--- src/rtl/pc_fetch_controller_pkg.sv ---
// Shared definitions for the fetch controller: state encoding, default
// reset/step values and the instruction-alignment width.
package pc_fetch_controller_pkg;

    typedef enum logic [1:0] {
        ST_BOOT   = 2'd0,
        ST_FETCH  = 2'd1,
        ST_WAIT   = 2'd2,
        ST_HALTED = 2'd3
    } fetch_state_e;

    localparam int unsigned DEFAULT_PC_STEP      = 4;
    localparam logic [31:0] DEFAULT_RESET_VECTOR = 32'h0000_0000;

    // Number of low address bits forced to zero on every redirect target.
    localparam int unsigned ALIGN_BITS = 2;

endpackage

--- src/rtl/pc_fetch_controller_adder.sv ---
// Sequential PC adder: pc_new_o = pc_old_i + STEP, modulo 2^ADDR_WIDTH.
module pc_fetch_controller_adder #(
    parameter int          ADDR_WIDTH = 32,
    parameter int unsigned STEP       = 4
) (
    input  logic [ADDR_WIDTH-1:0] pc_old_i,
    output logic [ADDR_WIDTH-1:0] pc_new_o
);

    assign pc_new_o = pc_old_i + ADDR_WIDTH'(STEP);

endmodule

--- src/rtl/pc_fetch_controller.sv ---
// Program-counter sequencer with a single-outstanding instruction fetch
// handshake, next-PC selection and redirect/halt handling.
module pc_fetch_controller
    import pc_fetch_controller_pkg::*;
#(
    parameter int                    ADDR_WIDTH   = 32,
    parameter logic [ADDR_WIDTH-1:0] RESET_VECTOR = ADDR_WIDTH'(DEFAULT_RESET_VECTOR),
    parameter int unsigned           PC_STEP      = DEFAULT_PC_STEP
) (
    input  logic                  clock,
    input  logic                  reset,
    input  logic                  stall,
    input  logic                  branch_taken,
    input  logic [ADDR_WIDTH-1:0] branch_target,
    input  logic                  jump,
    input  logic [ADDR_WIDTH-1:0] jump_target,
    input  logic                  halt,
    output logic                  imem_req,
    output logic [ADDR_WIDTH-1:0] imem_addr,
    input  logic                  imem_ack,
    output logic                  fetch_valid,
    output logic [ADDR_WIDTH-1:0] fetch_pc,
    output logic [ADDR_WIDTH-1:0] pc,
    output logic [ADDR_WIDTH-1:0] pc_plus4,
    output logic                  halted,
    output logic [1:0]            dbg_state
);

    // Handshake: imem_req rises in the cycle after FETCH issues and stays high
    // with imem_addr frozen until the cycle in which imem_ack is sampled high;
    // an ack seen while imem_req is low (BOOT/FETCH/HALTED) has no effect.

    localparam logic [ADDR_WIDTH-1:0] LOW_MASK = ADDR_WIDTH'((1 << ALIGN_BITS) - 1);

    function automatic logic [ADDR_WIDTH-1:0] align_addr(input logic [ADDR_WIDTH-1:0] a);
        return a & ~LOW_MASK;
    endfunction

    fetch_state_e          state_q, state_d;
    logic [ADDR_WIDTH-1:0] pc_q, pc_d;
    logic                  req_q, req_d;
    logic                  fv_q, fv_d;
    logic [ADDR_WIDTH-1:0] fpc_q, fpc_d;
    logic                  pend_vld_q, pend_vld_d;
    logic                  pend_jmp_q, pend_jmp_d;
    logic [ADDR_WIDTH-1:0] pend_tgt_q, pend_tgt_d;
    logic [ADDR_WIDTH-1:0] pc_seq_w;
    logic                  redirect_now;
    logic [ADDR_WIDTH-1:0] redirect_tgt;

    pc_fetch_controller_adder #(
        .ADDR_WIDTH(ADDR_WIDTH),
        .STEP      (PC_STEP)
    ) u_adder (
        .pc_old_i(pc_q),
        .pc_new_o(pc_seq_w)
    );

    always_comb begin
        state_d      = state_q;
        pc_d         = pc_q;
        req_d        = 1'b0;
        fv_d         = 1'b0;
        fpc_d        = fpc_q;
        pend_vld_d   = pend_vld_q;
        pend_jmp_d   = pend_jmp_q;
        pend_tgt_d   = pend_tgt_q;
        redirect_now = jump | branch_taken;
        redirect_tgt = jump ? align_addr(jump_target) : align_addr(branch_target);

        case (state_q)
            ST_BOOT: state_d = ST_FETCH;
            ST_FETCH: begin
                // A redirect here retargets pc without issuing the stale fetch.
                if (halt) begin
                    state_d = ST_HALTED;
                end else if (redirect_now) begin
                    pc_d = redirect_tgt;
                end else if (!stall) begin
                    req_d   = 1'b1;
                    state_d = ST_WAIT;
                end
            end
            ST_WAIT: begin
                req_d = 1'b1;
                if (imem_ack) begin
                    req_d      = 1'b0;
                    pend_vld_d = 1'b0;
                    pend_jmp_d = 1'b0;
                    if (redirect_now) begin
                        pc_d = redirect_tgt;
                    end else if (pend_vld_q) begin
                        pc_d = pend_tgt_q;
                    end else begin
                        pc_d  = pc_seq_w;
                        fv_d  = 1'b1;
                        fpc_d = pc_q;
                    end
                    state_d = halt ? ST_HALTED : ST_FETCH;
                end else if (jump) begin
                    pend_vld_d = 1'b1;
                    pend_jmp_d = 1'b1;
                    pend_tgt_d = align_addr(jump_target);
                end else if (branch_taken && !pend_jmp_q) begin
                    // A latched jump outranks any later branch.
                    pend_vld_d = 1'b1;
                    pend_tgt_d = align_addr(branch_target);
                end
            end
            ST_HALTED: state_d = ST_HALTED;
            default:   state_d = ST_BOOT;
        endcase
    end

    always_ff @(posedge clock or posedge reset) begin
        if (reset) begin
            state_q    <= ST_BOOT;
            pc_q       <= RESET_VECTOR;
            req_q      <= 1'b0;
            fv_q       <= 1'b0;
            fpc_q      <= RESET_VECTOR;
            pend_vld_q <= 1'b0;
            pend_jmp_q <= 1'b0;
            pend_tgt_q <= '0;
        end else begin
            state_q    <= state_d;
            pc_q       <= pc_d;
            req_q      <= req_d;
            fv_q       <= fv_d;
            fpc_q      <= fpc_d;
            pend_vld_q <= pend_vld_d;
            pend_jmp_q <= pend_jmp_d;
            pend_tgt_q <= pend_tgt_d;
        end
    end

    assign imem_req    = req_q;
    assign imem_addr   = pc_q;
    assign fetch_valid = fv_q;
    assign fetch_pc    = fpc_q;
    assign pc          = pc_q;
    assign pc_plus4    = pc_seq_w;
    assign halted      = (state_q == ST_HALTED);
    assign dbg_state   = state_q;

endmodule

--- config.mk ---
export PLATFORM = sky130hd
export DESIGN_NAME = pc_fetch_controller
export DESIGN_NICKNAME = d
export VERILOG_FILES = /design/src/rtl/pc_fetch_controller_pkg.sv /design/src/rtl/pc_fetch_controller_adder.sv /design/src/rtl/pc_fetch_controller.sv
export SDC_FILE = /design/constraint.sdc
export NUM_CORES = 1
export LEC_CHECK = 0
export ABC_AREA = 1
export BUFFER_PORTS_ARGS = -buffer_cell sky130_fd_sc_hd__buf_2
export CAP_MARGIN = 10
export CELL_PAD_IN_SITES_DETAIL_PLACEMENT = 1
export CELL_PAD_IN_SITES_GLOBAL_PLACEMENT = 2
export CORE_MARGIN = 2
export CORE_UTILIZATION = 27
export DETAILED_ROUTE_END_ITERATION = 16
export PLACE_DENSITY = 0.79
export SLEW_MARGIN = 20
export SYNTH_ARGS = -nofsm -noshare
export SYNTH_HDL_FRONTEND = slang
export SYNTH_HIERARCHICAL = 1
export SYNTH_SLANG_ARGS = --single-unit
--- constraint.sdc ---
create_clock -name clock -period 3.2 [get_ports clock]
set_input_delay 0 -clock clock [delete_from_list [all_inputs] [get_ports clock]]
set_output_delay 0 -clock clock [all_outputs]
set_load 0.02 [all_outputs]
# --- Yosys cells after proc, flatten, opt, wreduce, memory -nomap -nowiden ---
# Index checks and enable logic that the tools add are counted.
word_totals:
  reg_bits: 102
  elab_cells: 63
op_classes:
  n_addsub: 1
  n_eq_ne: 8
  mux: 29
  bitwise_logic: 4
  n_reduce_logical: 13
ops:
  columns: ["op", "count"]
  rows:
  - ["two-way mux 32 bit", 8]
  - ["case mux 32 bit (2 select lines)", 1]
  - ["adder 32 x 3 -> 32 bit (second input constant)", 1]
  - ["two-way mux 1 bit", 13]
  - ["two-way mux 2 bit", 5]
  - ["case mux 2 bit (4 select lines)", 1]
  - ["AND reduction 4 bit", 2]
  - ["!= test 2 bit (second input constant)", 3]
  - ["!= test 3 bit (second input constant)", 2]
  - ["AND reduction 3 bit", 2]
  - ["nonzero test 2 bit", 3]
  - ["== test 2 bit (second input constant)", 2]
  - ["AND reduction 2 bit", 2]
  - ["NOT 1 bit", 3]
  - ["nonzero test 3 bit", 1]
  - ["== test 2 x 1 -> 1 bit (second input constant)", 1]
  - ["logical NOT 2 bit", 1]
  - ["case mux 1 bit (2 select lines)", 1]
  - ["logical AND 1 bit", 1]
  - ["logical NOT 1 bit", 1]
  - ["bitwise OR 1 bit", 1]

# --- Depth between registers and ports, before layout ---
# Gate-level depths: netlist of run 1.
depth:
  depth_word: 5
  depth_mapped: 14
  ltp_nobuf: 14

# --- By module ---
# Netlist of run 1, hierarchy kept.
by_module_without_submodules:
  columns: ["module", "instances", "cells_each", "area_per_inst_um2", "seq_area_each_um2"]
  rows:
  - ["pc_fetch_controller", 1, 867, 5725.5, 2502.4]
  - ["pc_fetch_controller_adder", 1, 177, 909.6, 0.0]

# --- Worst setup path after synthesis of run 1 ---
# No wires, ideal clock.
synth_path:
  path_type: "reg-to-reg"
  startpoint: "reg pc_q[3], in the netlist imem_addr[3]"
  endpoint: "reg pc_q[18], in the netlist imem_addr[18]"
  setup_ps: 83
  arrival_time_ps: 2016
  required_time_ps: 3117
  slack_ps: 1102
  path_stages_with_launch: 13
  path_buffers: 0
  period_less_slack_ps: 2098
  path_cell_list: "dfrtp_1 > ha_1 > nand2_1 > nor2_2 > nand2_4 > nor2_4 > xor2_1 > inv_1 > nand2_1 > nand2_1 > nand2_1 > nand2_1 > o21ai_0"
synth_between:
  elab_chain_len: 5
synth_rtl:
  columns: ["element", "line_no", "text"]
  rows:
  - ["start, declared", "pc_fetch_controller.sv:40", "logic [ADDR_WIDTH-1:0] pc_q, pc_d;"]
  - ["start signal, assigned", "pc_fetch_controller.sv:127", "pc_q <= pc_d;"]
  - ["adder 32 x 3 -> 32 bit", "pc_fetch_controller_adder.sv:10", "assign pc_new_o = pc_old_i + ADDR_WIDTH'(STEP);"]
  - ["named net pc_plus4[18]", "pc_fetch_controller.sv:24", "output logic [ADDR_WIDTH-1:0] pc_plus4,"]
  - ["two-way mux 32 bit", "pc_fetch_controller.sv:92", "end else if (pend_vld_q) begin"]
  - ["two-way mux 32 bit", "pc_fetch_controller.sv:90", "if (redirect_now) begin"]
  - ["two-way mux 32 bit", "pc_fetch_controller.sv:86", "if (imem_ack) begin"]
  - ["case mux 32 bit (2 select lines)", "pc_fetch_controller.sv:71", "case (state_q)"]
# The timed path passes the listed nets, and every way through them passes these cells. The select of a mux whose other input is x is not followed.
# A chain may end at the register's enable or synchronous reset.

# --- Final worst setup path of run 1 ---
layout_path:
  startpoint: "reg state_q[0], in the netlist dbg_state[0]"
  endpoint: "reg pc_q[28], in the netlist imem_addr[28]"
layout_between:
  elab_chain_len: 3
  word_cells_on_any_way: 8
layout_rtl:
  columns: ["element", "line_no", "text"]
  rows:
  - ["start, declared", "pc_fetch_controller.sv:39", "fetch_state_e state_q, state_d;"]
  - ["start signal, assigned", "pc_fetch_controller.sv:126", "state_q <= state_d;"]
  - ["== test 2 x 1 -> 1 bit / == test 2 bit (equally long branches)", "pc_fetch_controller.sv:71", null]
  - ["!= test 2 bit (no source line) / nonzero test 2 bit (equally long branches)", null, null]
  - ["AND reduction 4 bit (no source line)", null, null]
# Several ways; a longest one is shown, not always the timed one.

==> results.txt, run 1 <==
CTS tree - built
Initial core utilization - 27.4%
CTS root buffer - clkbuf_16
WP data arrival - 2.42 ns
Fillers - 3261
Period utilisation layout - 68.7%
Synth top area share - 37.7%
Tot GR Track Use - 17.5%
PortBufs - 199
Synth warn - 6
# IOs - 204
Clk_lat worst skew - 0.36 ns
Final GP Congestion - 0.796
Cell Pwr Density - 953 nW/µm²
Vias in the first global route - 6656
NumNets Final - 1269
Antenna fix cells - 0
DP HPWL - 16200 µm
Post-CTS Resized - 0
Cells along the critical path - inv_1 -> ha_1 -> inv_2 -> nor2_2 -> inv_2 -> nand3_2 -> buf_12 -> nand2_1 -> o21ai_0
Die width - 161 µm
P_leak - 4.95 nW
Drt wl/cell - 14.5 µm
Final setup violation count - 0
Pre-Repair DR Iteration Count - 4
Critical Path Start Type - register
Syn Area/Cell - 6.36 µm²
Max cap viols - 0
CP required - 3.42 ns
Min Tclk post-route - 2.20 ns
Largest net degree at the start of global routing - 53
Fin. Hold Viols - 0
Antenna Nets Post-Route - 0
Worst-Margin Slew - 0.740 ns
Final WL - 22000 µm
Share of cells above drive strength 1 - 20.8%
Worst Clk Skew - 0.0113 ns
Commonest cells after routing, fill and taps aside - nand2_1 (525), buf_2 (199), inv_1 (179), dfrtp_1 (100), o21ai_1 (46)
First-pass GRT wire length - 35800 µm
H-tree lvl count - 3
Post-layout util - 33.0%
CP peak stage delay - 0.45 ns
Main area contributors after synthesis - dfrtp_1 (38%), nand2_1 (30%), inv_1 (10%)
Die area - 25800 µm²
Hold Buf Count CTS - 2
Sequential element share of the synthesized area - 37.7%
Commonest non-fill, non-tap cell in the layout - nand2_1
Cell Area, Synth - 6640 µm²
Cell count after synthesis - 1044
Longest Clk Path Bufs - 2
Peak supply drop - 0.354 mV
Crit-path leading delay family - buffers and inverters
DR vias/cell - 4.30
DRC viols - 0
Critical path type - reg -> reg
Clk slew on worst S/H paths - 0.07 ns
EDFF count, synth - 0
Seq. cell area - 2500 µm²
Worst path bufs/invs - 4
TritonCTS buffer count - 9
Vias - 6543
Core Area - 24200 µm²
Crit-path max FO - 40
Clock sink total - 100
Ys async rst share - 100%
HP Class - in -> reg
Grt total ovfl - 0
Post-CTS Setup Bufs - 0
Commonest register cell after synthesis - dfrtp_1
Setup_tns - 0 ns
Synth area leader - dfrtp_1
Post-synthesis register bit count - 100
Library cells used by synthesis - 28
DRT iter0 DRCs - 219
Syn nets - 1120
Die outline height - 161 µm
CP dominant cell by count - inv_2
Cell row count - 57
Unrepaired setup endpoints after global routing - no
Setup crit end kind - register
Footprint of the multi-input gates - 2980 µm²
Fin. max-slew vios - 0
Slowest library cell on the worst path - nand3_2
Rel. slew slack - 50.6%
FMAX - 455 MHz
Outcome - finished clean
Antenna violations before repair - 0
Layout overhead on the synthesized area - 20.5%
final timing paths:
| path | end | depth (start not counted) | startpoint | slack, ns |
|---|---|---|---|---|
| worst max-delay path | imem_addr[28]$_DFFE_PP0P_ | 9 | dbg_state[0]$_DFFE_PP0P_ | 1.00 |
| worst min-delay path | pend_tgt_q[12]$_DFFE_PP0P_ | 7 | jump_target[12] | 0.05 |
| worst max register to register | imem_addr[28]$_DFFE_PP0P_ | 9 | dbg_state[0]$_DFFE_PP0P_ | 1.00 |
| worst min register to register | fetch_pc[24]$_DFFE_PP0P_ | 2 | fetch_pc[24]$_DFFE_PP0P_ | 0.48 |
| max in group asynchronous | imem_addr[28]$_DFFE_PP0P_ | 4 | reset | 2.15 |
| min in group asynchronous | fetch_pc[21]$_DFFE_PP0P_ | 3 | reset | 0.32 |
synth_stat cells, types with 3 or more instances:
library cell  instances
nor2_1               33
buf_6                 3
ha_1                  5
o21ai_1              46
o21ai_0              21
buf_2                17
dfrtp_1             100
nand2_1             525
buf_4                39
nand2_4               3
nand3_1               9
inv_2                 4
nor2_4                7
nand3b_1              7
inv_1               180
xor2_1                9
nor2_2                5
xnor2_1               5
clkbuf_1             12
worst register-to-register path, stage by stage (launching register included):
cell     delay (ns)
dfrtp_1        0.42
inv_1          0.10
ha_1           0.28
inv_2          0.13
nor2_2         0.06
inv_2          0.09
nand3_2        0.45
buf_12         0.38
nand2_1        0.09
o21ai_0        0.08
report_power, final:
group	switching [W]	total, W	internal (W)
sequential	0.000666	0.00248	0.00181
combinational	0.00274	0.00401	0.00127
clock	0.000515	0.00113	0.000611
total	0.00392	0.00762	0.00370
sequential cells by signal, summed over array words and instances (netlist names):
register and cells:
imem_req 1, fetch_pc 32, dbg_state 2, pend_vld_q 1
pend_tgt_q 30, imem_addr 32, fetch_valid 1, pend_jmp_q 1
cell families after synthesis:
logic type / Yosys count / synth area share, %
DFF: 100 / 37.7
adders and majority gates: 5 / 0.943
buffers and inverters: 256 / 17.4
xor gates and xnor gates: 15 / 2.09
and+or+nand+nor: 598 / 36.6
AOI/OAI and AO/OA: 70 / 5.32
metrics by stage:
step | total power [W] | worst slack (ns) | hold slack, ns | std cells | instance area (µm²)
2_1_floorplan | 0.00527 | 0.581 | 0.172 | 1044 | 6640
3_3_place_gp | 0.00651 | 1.04 | 0.155 | 1504 | 7680
3_5_place_dp | 0.00660 | 0.950 | 0.165 | 1504 | 7680
4_1_cts | 0.00777 | 0.931 | 0.0377 | 1522 | 8000
5_1_grt | 0.00830 | 0.690 | 0.0717 | 1522 | 8000
6_report | 0.00762 | 1.00 | 0.0459 | 1522 | 8000
routing by layer:
metal	track usage, %	part of all wire [%]	up-vias
li1	-	-	3288
met1	23.4	48	3086
met2	29.7	45	154
met3	3.38	5.0	15
met4	3.61	1.1	0
met5	0	0	-
cell type report:
class	instances	share of cell area, %
clock buffer	11	2.91
clock inverter	5	0.782
inverter	185	8.73
multi-input combinational	688	37.3
sequential	100	31.3
tap	324	5.07
timing repair buffer	209	13.9
Power figures use the tool's default switching activity.
==> run 2: changes to the inputs <==
--- a/config.mk
+++ b/config.mk
@@ -11,9 +11,9 @@
 export CELL_PAD_IN_SITES_DETAIL_PLACEMENT = 1
 export CELL_PAD_IN_SITES_GLOBAL_PLACEMENT = 2
 export CORE_MARGIN = 2
-export CORE_UTILIZATION = 27
+export CORE_UTILIZATION = 24
 export DETAILED_ROUTE_END_ITERATION = 16
-export PLACE_DENSITY = 0.79
+export PLACE_DENSITY = 0.74
 export SLEW_MARGIN = 20
 export SYNTH_ARGS = -nofsm -noshare
 export SYNTH_HDL_FRONTEND = slang
==> constraint.sdc (replaced) <==
create_clock -name clock -period 1.8 [get_ports clock]
set_input_delay 0 -clock clock [delete_from_list [all_inputs] [get_ports clock]]
set_output_delay 0 -clock clock [all_outputs]
set_load 0.02 [all_outputs]
==> results.txt, run 2 (synthesis gave the netlist of run 1 again) <==
Clk slew on worst S/H paths - 0.08 ns (about the same)
Tot GR Track Use - 16.7% (-0.80 points)
Post-layout util - 34.5% (+1.5 points)
Met3 global-route usage - 3.51% (+0.13 points)
Final GP Congestion - 0.770 (-3.3%)
WHS Path Cells - 7 (unchanged)
Max cap viols - 0 (unchanged)
GR Layer Usage met2 - 28.5% (-1.2 points)
Failing checks - negative setup slack
HP Class - in -> reg
Critical path type - reg -> out
CTS tree - built
Internal - 0.00805 W (+120%)
Longest Clk Path Bufs - 2 (unchanged)
Largest net degree at the start of global routing - 65 (+23%)
Peak supply drop - 0.836 mV (+140%)
Fillers - 3497 (+7.2%)
Worst-Margin Slew - 0.662 ns (-0.0777 ns)
CP peak stage delay - 0.42 ns (-0.03 ns)
Min Tclk post-route - 1.86 ns
NumNets Final - 1353 (+6.6%)
HP Start - branch_target[3]
# IOs - 204 (unchanged)
Antenna Nets Post-Route - 0 (unchanged)
Critical Path Start - imem_addr[3]$_DFFE_PP0P_
Cell Pwr Density - 1700 nW/µm² (+79%)
Layout overhead on the synthesized area - 40.5%
Commonest cells after routing, fill and taps aside - nand2_1 (503), buf_2 (182), inv_1 (173), dfrtp_1 (88), buf_4 (69)
Post-route insts no fill - 1623 (+6.6%)
Cell row count - 60 (+5.3%)
DR vias/cell - 4.27 (-0.62%)
Die area - 29000 µm² (+12%)
Reg2Reg Depth - 14 (+5)
R2R Setup Slk - -0.01 ns (-1.01 ns)
PortBufs - 199 (unchanged)
P_leak - 5.54 nW (+12%)
Pre-Repair DR Iteration Count - 4 (unchanged)
Placed Area - 8420 µm² (+9.7%)
Clk_lat worst skew - 0.36 ns (about the same)
Worst path bufs/invs - 3 (-1)
First-pass GRT wire length - 37700 µm (+5.2%)
Met1 Usage GRT - 22.2% (-1.2 points)
Critical Path Start Type - register
Switching Share - 49.3% (-2.1 points)
WP data arrival - 1.86 ns (-0.56 ns)
Cells along the critical path - ha_4 -> nand2_4 -> nor2_4 -> nand2_2 -> nor2_4 -> buf_6 -> xor2_2 -> buf_4 -> buf_6
Worst reg2reg path startpoint - imem_addr[3]$_DFFE_PP0P_
Vias - 6934 (+6.0%)
Die width - 170 µm (+5.9%)
Final setup violation count - 9 (+9)
DP HPWL - 18100 µm (+12%)
Final WL - 25400 µm (+15%)
Initial core utilization - 24.6% (-2.8 points)
Part of the power in registers - 24.7% (-7.9 points)
R2r endpoint - imem_addr[16]$_DFFE_PP0P_
CTS root buffer - clkbuf_16
Core Area - 27000 µm² (+11%)
CP required - 1.80 ns (-1.62 ns)
DRT iter0 DRCs - 242 (+11%)
TritonCTS buffer count - 9 (unchanged)
Fin. Hold Viols - 0 (unchanged)
Outcome - finished with violations
Rel. slew slack - 55.8% (+5.2 points)
Combinational Power Share - 63.0% (+10 points)
Grt total ovfl - 0 (unchanged)
Worst Clk Skew - 0.0112 ns (-0.000169 ns)
Seq. cell area - 2520 µm² (+0.60%)
Unrepaired setup endpoints after global routing - yes
Share of cells above drive strength 1 - 31.4% (+11 points)
Fin. max-slew vios - 0 (unchanged)
Slowest library cell on the worst path - dfrtp_2
Clock sink total - 100 (unchanged)
Final setup margin - -0.0612 ns (-1.06 ns)
Crit-path max FO - 3 (-93%)
H-tree lvl count - 3 (unchanged)
Commonest non-fill, non-tap cell in the layout - nand2_1
WHS Endpoint - pend_tgt_q[3]$_DFFE_PP0P_
Setup crit end kind - output port
Placed cell count - 1585 (+5.4%)
Drt wl/cell - 15.7 µm (+8.2%)
Vias in the first global route - 6891 (+3.5%)
Period utilisation layout - 103%
Grt peak-use layer - met2
FMAX - 537 MHz
Hold Slack - 0.0395 ns (-0.00640 ns)
Antenna fix cells - 0 (unchanged)
Footprint of the multi-input gates - 3310 µm² (+11%)
DRC viols - 0 (unchanged)
Setup_tns - -0.296 ns (-0.296 ns)
Die outline height - 170 µm (+5.9%)
Clock power frac - 12.3% (-2.5 points)
NetSw - 0.00783 W (+100%)
Final Instance Area - 9320 µm² (+17%)
Crit-path leading delay family - flip-flops
Antenna violations before repair - 0 (unchanged)
[run 2: cell type report]
type                            instances  area share (%)
Clock buffer                           10            2.56
Inverter                              185            7.50
Clock inverter                          6           0.510
Tap cell                              341            4.58
Timing Repair Buffer                  293            22.4
Multi-Input combinational cell        688            35.5
Sequential cell                       100            27.0
[run 2: power by group through the flow]
| stage | Clock (W) | Combinational (W) | Sequential [W] |
|---|---|---|---|
| after CTS | 0.00205 | 0.00936 | 0.00393 |
| final | 0.00196 | 0.0100 | 0.00392 |
| after global routing | 0.00212 | 0.0110 | 0.00407 |
| after detailed placement | 0 | 0.00898 | 0.00394 |
| after floorplan | 0 | 0.00472 | 0.00489 |
| after global placement | 0 | 0.00883 | 0.00392 |
[run 2: tightest hold or removal path, cell delays in order]
cell and delay, ns:
buf_2 0.07, inv_1 0.03, nand2_1 0.05, nand2_1 0.06, inv_1 0.05, nand2_1 0.04, o21ai_1 0.06
[run 2: metal layers]
metal  part of all wire (%)  up-vias
li1                       -     3460
met1                     47     3309
met2                     47      155
met3                    4.9       10
met4                   0.55        0
met5                      0        -
[run 2: how the worst max path moves through the flow]
stage                                            to  slack [ns]  depth (start not counted)
after floorplan           imem_addr[29]$_DFFE_PP0P_       -0.06                         13
after global placement    imem_addr[16]$_DFFE_PP0P_        0.06                         13
after detailed placement  imem_addr[16]$_DFFE_PP0P_        0.01                         13
after CTS                              pc_plus4[16]       -0.06                          9
after global routing                   pc_plus4[16]       -0.16                          9
final                                  pc_plus4[16]       -0.06                          9
[run 2: what timing repair did]
action,CTS,global route
buffers inserted,10,4
pin swaps,20,32
endpoints found under the hold margin,23,0
gates cloned,0,8
setup endpoints to repair,24,114
gates resized for setup,54,52
hold buffers,2,0
[run 2: through the flow]
stage          power [W]  setup WS [ns]
2_1_floorplan    0.00961        -0.0551
3_3_place_gp      0.0127         0.0568
3_5_place_dp      0.0129         0.0105
4_1_cts           0.0153        -0.0570
5_1_grt           0.0172         -0.156
6_report          0.0159        -0.0612
==> run 3: changes to the inputs <==
--- a/config.mk
+++ b/config.mk
@@ -13,7 +13,7 @@
 export CORE_MARGIN = 2
 export CORE_UTILIZATION = 24
 export DETAILED_ROUTE_END_ITERATION = 16
-export PLACE_DENSITY = 0.74
+export PLACE_DENSITY_LB_ADDON = 0.1
 export SLEW_MARGIN = 20
 export SYNTH_ARGS = -nofsm -noshare
 export SYNTH_HDL_FRONTEND = slang
==> results.txt, run 3 (synthesis gave the netlist of run 1 again) <==
Clock sink total - 100 (unchanged)
Drt wl/cell - 15.9 µm (+1.4%)
Placed cell count - 1593 (+0.50%)
Footprint of the multi-input gates - 3320 µm² (+0.30%)
Layout overhead on the synthesized area - 41.3%
Total power draw - 0.0159 W (+0.12%)
Setup crit end kind - output port
Share of cells above drive strength 1 - 31.5% (+0.038 points)
Dpl ws - -0.0310 ns (-0.0415 ns)
Post-route insts no fill - 1631 (+0.49%)
Cells along the critical path - ha_4 -> nand3_2 -> nor2_4 -> and2_1 -> nand2_1 -> nand2_1 -> nand2_1 -> buf_4 -> buf_2
Final Instance Area - 9380 µm² (+0.59%)
Worst-Margin Slew - 0.600 ns (-0.0628 ns)
DP HPWL - 18300 µm (+1.3%)
Cell Pwr Density - 1700 nW/µm² (-0.47%)
Antenna violations before repair - 0 (unchanged)
# IOs - 204 (unchanged)
DRC viols - 0 (unchanged)
Placed Area - 8480 µm² (+0.71%)
Commonest non-fill, non-tap cell in the layout - nand2_1
WHS Endpoint - pend_tgt_q[21]$_DFFE_PP0P_
Grt total ovfl - 0 (unchanged)
Die area - 29000 µm² (unchanged)
Cell row count - 60 (unchanged)
Final WL - 25900 µm (+1.9%)
HP Start - jump_target[21]
DRT iter0 DRCs - 238 (-1.7%)
Clk_lat worst skew - 0.35 ns (about the same)
HP Class - in -> reg
Commonest cells after routing, fill and taps aside - nand2_1 (503), buf_2 (184), inv_1 (174), dfrtp_1 (89), buf_4 (77)
WP data arrival - 1.89 ns (+0.03 ns)
Antenna Nets Post-Route - 0 (unchanged)
DR vias/cell - 4.27 (about the same)
Seq. cell area - 2520 µm² (about the same)
CTS root buffer - clkbuf_16
R2r endpoint - imem_addr[30]$_DFFE_PP0P_
First-pass GRT wire length - 38200 µm (+1.6%)
Rel. slew slack - 60.0% (+4.3 points)
Slowest library cell on the worst path - dfrtp_2
Period utilisation layout - 105% (+1.4 points)
WHS Path Cells - 7 (unchanged)
Longest Clk Path Bufs - 2 (unchanged)
P_leak - 5.54 nW (+0.11%)
Worst Clk Skew - 0.00805 ns (-0.00312 ns)
Fin. max-slew vios - 0 (unchanged)
Vias in the first global route - 6988 (+1.4%)
PortBufs - 199 (unchanged)
R2R Setup Slk - -0.04 ns (-0.03 ns)
Core Area - 27000 µm² (unchanged)
Vias - 6962 (+0.40%)
Unrepaired setup endpoints after global routing - yes
CP dominant cell by count - nand2_1
Die width - 170 µm (unchanged)
Critical Path Start Type - register
H-tree lvl count - 3 (unchanged)
TritonCTS buffer count - 9 (unchanged)
Failing checks - negative setup slack
FMAX - 530 MHz (-1.3%)
Setup_tns - -0.598 ns (-0.302 ns)
Fin. Hold Viols - 0 (unchanged)
CP required - 1.80 ns (about the same)
CP peak stage delay - 0.41 ns (about the same)
Die outline height - 170 µm (unchanged)
Critical path type - reg -> out
Pre-Repair DR Iteration Count - 4 (unchanged)
Final setup violation count - 13 (+4)
Max cap viols - 0 (unchanged)
Final setup margin - -0.0867 ns (-0.0255 ns)
Outcome - finished with violations
Antenna fix cells - 0 (unchanged)
CTS tree - built
Clk slew on worst S/H paths - 0.07 ns (about the same)
Final GP Congestion - 0.744 (-3.4%)
NumNets Final - 1361 (+0.59%)
Crit-path max FO - 4 (+1)
Min Tclk post-route - 1.89 ns (+0.0255 ns)
Reg2Reg Depth - 15 (+1)
Worst reg2reg path startpoint - imem_addr[2]$_DFFE_PP0P_
Peak supply drop - 0.850 mV (+1.7%)
Initial core utilization - 24.6% (unchanged)
Tot GR Track Use - 17.2% (+0.44 points)
Fillers - 3466 (-0.89%)
Largest net degree at the start of global routing - 101 (+55%)
-- run 3: cell types whose count changed in the layout (fill, tap and decap cells not counted), sizes merged --
cell	previous run	this run
clkbuf	15	14
clkinvlp	2	1
buf	286	296
bufinv	0	2
inv	185	183
-- run 3: where the power goes --
group / total (W) / switching, W / leakage (nW) / internal [W]
sequential: 0.00392 / 0.000656 / 1.25 / 0.00326
clock: 0.00219 / 0.000959 / 0.154 / 0.00123
combinational: 0.00979 / 0.00610 / 4.14 / 0.00369
total: 0.0159 / 0.00771 / 5.54 / 0.00819
-- run 3: routing by layer --
metal  track usage [%]  vias up  routed length [µm]
li1                  -     3466                   -
met1              22.8     3346               12300
met2              29.7      142               12400
met3              3.12        8                1020
met4              2.68        0                 165
met5                 0        -                   0
-- run 3: worst max-delay path by stage --
stage	start	end	depth (start not counted)
final	imem_addr[2]$_DFFE_PP0P_	pc_plus4[28]	9
after floorplan	imem_addr[2]$_DFFE_PP0P_	imem_addr[29]$_DFFE_PP0P_	13
after global placement	imem_addr[3]$_DFFE_PP0P_	imem_addr[8]$_DFFE_PP0P_	11
after CTS	imem_addr[2]$_DFFE_PP0P_	pc_plus4[16]	9
after global routing	imem_addr[3]$_DFFE_PP0P_	pc_plus4[30]	10
after detailed placement	imem_addr[3]$_DFFE_PP0P_	imem_addr[8]$_DFFE_PP0P_	11
-- run 3: per-stage QoR --
| step | utilization, % | hold slack [ns] |
|---|---|---|
| floorplan | - | 0.172 |
| global placement | 31.4 | 0.226 |
| detailed placement | 31.4 | 0.224 |
| CTS | 33.6 | 0.0312 |
| global route | 34.7 | 0.0802 |
| finish | 34.7 | 0.0409 |
-- run 3: critical path, delay by kind of cell (launching register included) --
kind	cells	cell delay [ns]
buf+inv	2	0.30
simple gates	6	0.64
flops	1	0.41
fa+ha+maj	1	0.17
-- run 3: repair_timing --
action,CTS,global route
hold buffers,2,0
hold endpoints to repair,102,0
buffers inserted,10,7
endpoints found under the setup margin,24,61
resized for setup,50,48
pin swaps,20,19
cloned,0,4
-- run 3: final cells by class --
type	instances	area share, %
multi-input cells	688	35.4
clock buffers	11	2.48
repair buffers	301	22.4
clock inverters	5	0.921
inverters	185	7.48
well taps	341	4.55
flip-flops and latches	100	26.8
